**src/rtl/p1p2_grant_arbiter.sv**
```systemverilog
// p1p2_grant_arbiter
//   Two-requester round-robin arbiter for the shared P1/P2 pushbutton resource.
//   A tenure lasts at most MAX_HOLD cycles and is always followed by GAP dead cycles.
// Ports:
//   clk        in   system clock, all state updates on posedge
//   reset      in   synchronous active-low reset
//   P1, P2     in   level requests
//   g1, g2     out  grants (Moore, decoded from the state register)
//   busy       out  1 whenever the arbiter is not idle
//   timeout    out  one-cycle pulse in the first dead cycle after a forced end
//   last_grant out  0 = P1 served last, 1 = P2 served last
module p1p2_grant_arbiter #(
    parameter int unsigned MAX_HOLD = 8,
    parameter int unsigned GAP      = 2
) (
    input  logic clk,
    input  logic reset,
    input  logic P1,
    input  logic P2,
    output logic g1,
    output logic g2,
    output logic busy,
    output logic timeout,
    output logic last_grant
);

    localparam int unsigned HoldW = $clog2(MAX_HOLD + 1);
    localparam int unsigned GapW  = $clog2(GAP + 1);
    localparam logic [HoldW-1:0] HoldLast = HoldW'(MAX_HOLD - 1);
    localparam logic [GapW-1:0]  GapLast  = GapW'(GAP - 1);

    typedef enum logic [1:0] {StIdle, StG1, StG2, StGapw} state_e;

    state_e           r_state;
    logic [HoldW-1:0] r_hold_cnt;
    logic [GapW-1:0]  r_gap_cnt;
    logic             r_timeout;
    logic             r_last_grant;

    state_e           w_state_nxt;
    state_e           w_arb;
    logic [HoldW-1:0] w_hold_nxt;
    logic [GapW-1:0]  w_gap_nxt;
    logic             w_timeout_nxt;
    logic             w_last_nxt;

    // Arbitration result; on a tie the side not served last wins.
    always_comb begin
        w_arb = StIdle;
        if (P1 && !P2) begin
            w_arb = StG1;
        end else if (P2 && !P1) begin
            w_arb = StG2;
        end else if (P1 && P2) begin
            w_arb = r_last_grant ? StG1 : StG2;
        end
    end

    always_comb begin
        w_state_nxt   = r_state;
        w_hold_nxt    = r_hold_cnt;
        w_gap_nxt     = r_gap_cnt;
        w_timeout_nxt = 1'b0;
        w_last_nxt    = r_last_grant;

        unique case (r_state)
            StIdle: begin
                w_state_nxt = w_arb;
            end
            StG1, StG2: begin
                if (!((r_state == StG1) ? P1 : P2)) begin
                    w_state_nxt = StGapw;
                    w_gap_nxt   = '0;
                end else if (r_hold_cnt >= HoldLast) begin
                    w_state_nxt   = StGapw;
                    w_gap_nxt     = '0;
                    w_timeout_nxt = 1'b1;
                end else begin
                    w_hold_nxt = r_hold_cnt + HoldW'(1);
                end
            end
            StGapw: begin
                // Last dead cycle arbitrates directly, no intermediate idle cycle.
                if (r_gap_cnt >= GapLast) begin
                    w_state_nxt = w_arb;
                end else begin
                    w_gap_nxt = r_gap_cnt + GapW'(1);
                end
            end
            default: begin
                w_state_nxt = StIdle;
            end
        endcase

        // A new tenure starts only from idle or the final dead cycle.
        if ((r_state == StIdle || r_state == StGapw) && w_state_nxt == StG1) begin
            w_hold_nxt = '0;
            w_last_nxt = 1'b0;
        end else if ((r_state == StIdle || r_state == StGapw) && w_state_nxt == StG2) begin
            w_hold_nxt = '0;
            w_last_nxt = 1'b1;
        end
    end

    always_ff @(posedge clk) begin
        if (!reset) begin
            r_state      <= StIdle;
            r_hold_cnt   <= '0;
            r_gap_cnt    <= '0;
            r_timeout    <= 1'b0;
            r_last_grant <= 1'b1;
        end else begin
            r_state      <= w_state_nxt;
            r_hold_cnt   <= w_hold_nxt;
            r_gap_cnt    <= w_gap_nxt;
            r_timeout    <= w_timeout_nxt;
            r_last_grant <= w_last_nxt;
        end
    end

    assign g1         = (r_state == StG1);
    assign g2         = (r_state == StG2);
    assign busy       = (r_state != StIdle);
    assign timeout    = r_timeout;
    assign last_grant = r_last_grant;

endmodule

```
**config.mk**
```make
export PLATFORM = sky130hd
export DESIGN_NAME = p1p2_grant_arbiter
export DESIGN_NICKNAME = d
export VERILOG_FILES = /design/src/rtl/p1p2_grant_arbiter.sv
export SDC_FILE = /design/constraint.sdc
export NUM_CORES = 1
export LEC_CHECK = 0
export CAP_MARGIN = 20
export CELL_PAD_IN_SITES_DETAIL_PLACEMENT = 1
export CELL_PAD_IN_SITES_GLOBAL_PLACEMENT = 2
export CORE_AREA = 2 2 49 51
export DETAILED_ROUTE_END_ITERATION = 8
export DIE_AREA = 0 0 51 53
export MAX_ROUTING_LAYER = met4
export PLACE_DENSITY_LB_ADDON = 0.1
export SETUP_SLACK_MARGIN = 0.3
export SLEW_MARGIN = 20
export SYNTH_ARGS = -nofsm -noshare
export SYNTH_HDL_FRONTEND = slang
export SYNTH_SLANG_ARGS = --single-unit
```
**constraint.sdc**
```tcl
create_clock -name clk -period 2.5 [get_ports clk]
set_clock_uncertainty 0.1 [all_clocks]
set_input_delay 0.25 -clock clk [delete_from_list [all_inputs] [get_ports clk]]
set_output_delay 0.25 -clock clk [all_outputs]
set_load 0.05 [all_outputs]
```
==> results.sh <==
export IMPL_status="finished, final reports clean"
export IMPL_rsz0062_at_grt="false"
export IMPL_ant_nets=0
export IMPL_finalSetupTns_ns=0
export IMPL_die_area_sq_um=2700
export IMPL_final_max_slew_viol_count=0
export IMPL_peakVddDrop_mv=0.243
export IMPL_r2r_end="r_hold_cnt[3]"
export IMPL_hold_end="r_gap_cnt[1]"
export IMPL_drc=0
export IMPL_grt_ovfl_total=0
export IMPL_cts_root_buffer="clkbuf_4"
export IMPL_syn2layout_area_growth_pct=22.8
export IMPL_synth_area_leaders="dfxtp_1, ha_1, inv_1"
export IMPL_leakage_nw=0.329
export IMPL_required_ns=2.15
export IMPL_avgSynthCellArea_sq_um=9.60
export IMPL_r2r_cells=7
export IMPL_hold_class="reg -> reg"
export IMPL_worstPathArrival_ns=1.73
export IMPL_setup_viol=0
export IMPL_path_clk_slew_ns=0.06
export IMPL_setup_worst_path_start_class="flip-flop"
export IMPL_fin_crit_sh=0.831
export IMPL_viasPerCell=5.01
export IMPL_slew_headroom=0.664
export IMPL_row_count=17
export IMPL_synth_seq_area_share=0.307
export IMPL_postCtsHoldBufs=0
export IMPL_drtIter0Drc=10
export IMPL_io_pins=9
export IMPL_vias=536
export IMPL_synth_area_sq_um=653
export IMPL_hold_viol_final=0
export IMPL_netlist_instances=68
export IMPL_power_density_nw_per_um2=622
export IMPL_cts_buffer_depth=2
export IMPL_routedWlPerCell_um=13.2
export IMPL_synth_top_area_frac=0.307
export IMPL_cts_buffers=3
export IMPL_synth_top_cell_by_area="dfxtp_1"
export IMPL_rrSetupSlack_ns=0.45
export IMPL_syn_num_nets=79
export IMPL_synth_cell_types=32
export IMPL_synth_most_common_cell="dfxtp_1"
export IMPL_die_h_um=53
export IMPL_cts_htree_levels=1
export IMPL_core_sq_um=2150
export IMPL_cts_tree="built"
export IMPL_first_global_vias=562
export IMPL_holdWs_ns=0.381
export IMPL_grt_max_degree=11
export IMPL_async_flop_share=0
export IMPL_dr_pass1_iters=4
export IMPL_synth_main_ff_cell="dfxtp_1"
export IMPL_worst_slew_pin_slew_ns=0.503
export IMPL_port_buffers=8
export IMPL_start_util=0.304
export IMPL_grt_first_pass_wirelength_mm=2.36
export IMPL_maxCapViolCount=0
export IMPL_fin_crit_ns=2.08
export IMPL_crit_fanout=4
export IMPL_hold_start="r_gap_cnt[1]"
export IMPL_synthTopCellsByCount="dfxtp_1, inv_1, ha_1"
export IMPL_crit_path_start="r_state[1]"
export IMPL_layout_drive_gt1_share=0.215
export IMPL_drt_total_wl_mm=1.42
export IMPL_ys_ff_latch=10
export IMPL_n_antenna_cell=0
export IMPL_fmax_ghz=0.481
export IMPL_synth_edff_count=0
export IMPL_numClockSinks=10
export IMPL_ys_warn_count=0
export IMPL_gp_congestion=0.705
export IMPL_end_kind="output port"
export IMPL_die_w_um=51
export IMPL_crit_type="reg -> out"
export IMPL_holdPathStages=2
export IMPL_fin_nets=92
export IMPL_timing_rr_start="r_state[0]"
export IMPL_grt_util_all_layers=0.122
export IMPL_clk_insertion_delay_late_ns=0.27
export IMPL_antenna_found_initial=0
export IMPL_dp_hpwl_mm=1.11
cell usage in the layout, fill, tap and decap left out:
master	synthesis	routed
a211o_1	1	1
a21boi_1	1	1
a21oi_1	3	2
a21oi_2	1	2
a221oi_2	1	1
a41oi_1	1	1
and2_1	1	1
and2b_2	1	1
and3_1	1	1
and4b_2	2	2
buf_4	0	1
clkbuf_4	0	3
clkdlybuf4s50_1	0	7
dfxtp_1	10	10
dlymetal6s2s_1	0	1
ha_1	7	6
ha_2	0	1
inv_1	8	8
mux2_4	1	1
mux2i_1	2	2
mux2i_4	1	1
nand2_1	3	3
nand2b_1	1	1
nand3_1	1	1
nor2_1	3	3
nor2_2	1	1
nor2b_1	1	1
nor3_1	2	2
nor3b_2	2	2
o21a_1	1	1
o21ai_0	3	3
o21ai_1	2	2
o221ai_1	1	1
o311a_4	1	1
or3_1	2	2
xor2_1	1	1
area by class of cell:
cell class                      instances  area, sq um
Fill cell                             273         1350
Multi-Input combinational cell         49          424
Sequential cell                        10          200
Timing Repair Buffer                    9         90.1
Tap cell                               28         35.0
Inverter                                8         30.0
Clock buffer                            3         22.5
critical path, cell delays in order, from the launching register on:
cell and delay [ns]:
dfxtp_1 0.33, inv_1 0.12, ha_2 0.21, clkdlybuf4s50_1 0.80
how the worst max path moves through the flow:
stage,endpoint,slack [ns]
after floorplan,r_hold_cnt[3],0.43
after global placement,r_hold_cnt[1],0.43
after detailed placement,r_hold_cnt[3],0.34
after CTS,r_hold_cnt[2],0.33
after global routing,r_hold_cnt[0],0.30
final,g1,0.42
report_power, final:
part	switching, mW	internal, mW	total, mW
logic	0.122	0.0836	0.206
registers	0.0123	0.170	0.182
clock network	0.0551	0.0557	0.111
state kept, by name, summed over array words and instances, names as in the netlist:
register / count
r_gap_cnt: 2
r_hold_cnt: 4
r_state: 2
last_grant: 1
timeout: 1
metrics by stage:
step / worst slack [ns] / total power [mW] / area [sq um] / std cells / utilization
2_1_floorplan: 0.427 / 0.335 / 656 / 68 / -
4_1_cts: 0.330 / 0.501 / 788 / 106 / 0.367
6_report: 0.422 / 0.499 / 802 / 107 / 0.373
3_5_place_dp: 0.345 / 0.386 / 766 / 103 / 0.356
5_1_grt: 0.303 / 0.532 / 802 / 107 / 0.373
3_3_place_gp: 0.427 / 0.384 / 766 / 103 / 0.356
logic make-up after synthesis:
kind of cell	Yosys count	share of synthesized area
adder cells (fa/ha/maj)	7	0.134
AO/OA/AOI/OAI	16	0.193
AND/OR/NAND/NOR	21	0.211
multiplexers	4	0.0881
flip-flops	10	0.307
XOR/XNOR	1	0.0134
buffers and inverters	9	0.0536
layer usage:
metal	part of all wire	wire [um]	vias to the layer above	global-route usage
met4	0.016	23	0	0.0405
li1	-	-	266	-
met2	0.46	656	13	0.203
met3	0.034	48	3	0.0339
met5	0	0	-	-
met1	0.49	688	254	0.141
repair_timing:
action | CTS | global route
buffers inserted | 0 | 1
gates resized for setup | 0 | 2
endpoints found under the setup margin | 0 | 6
Note: power is estimated with default switching activity, not from simulation.
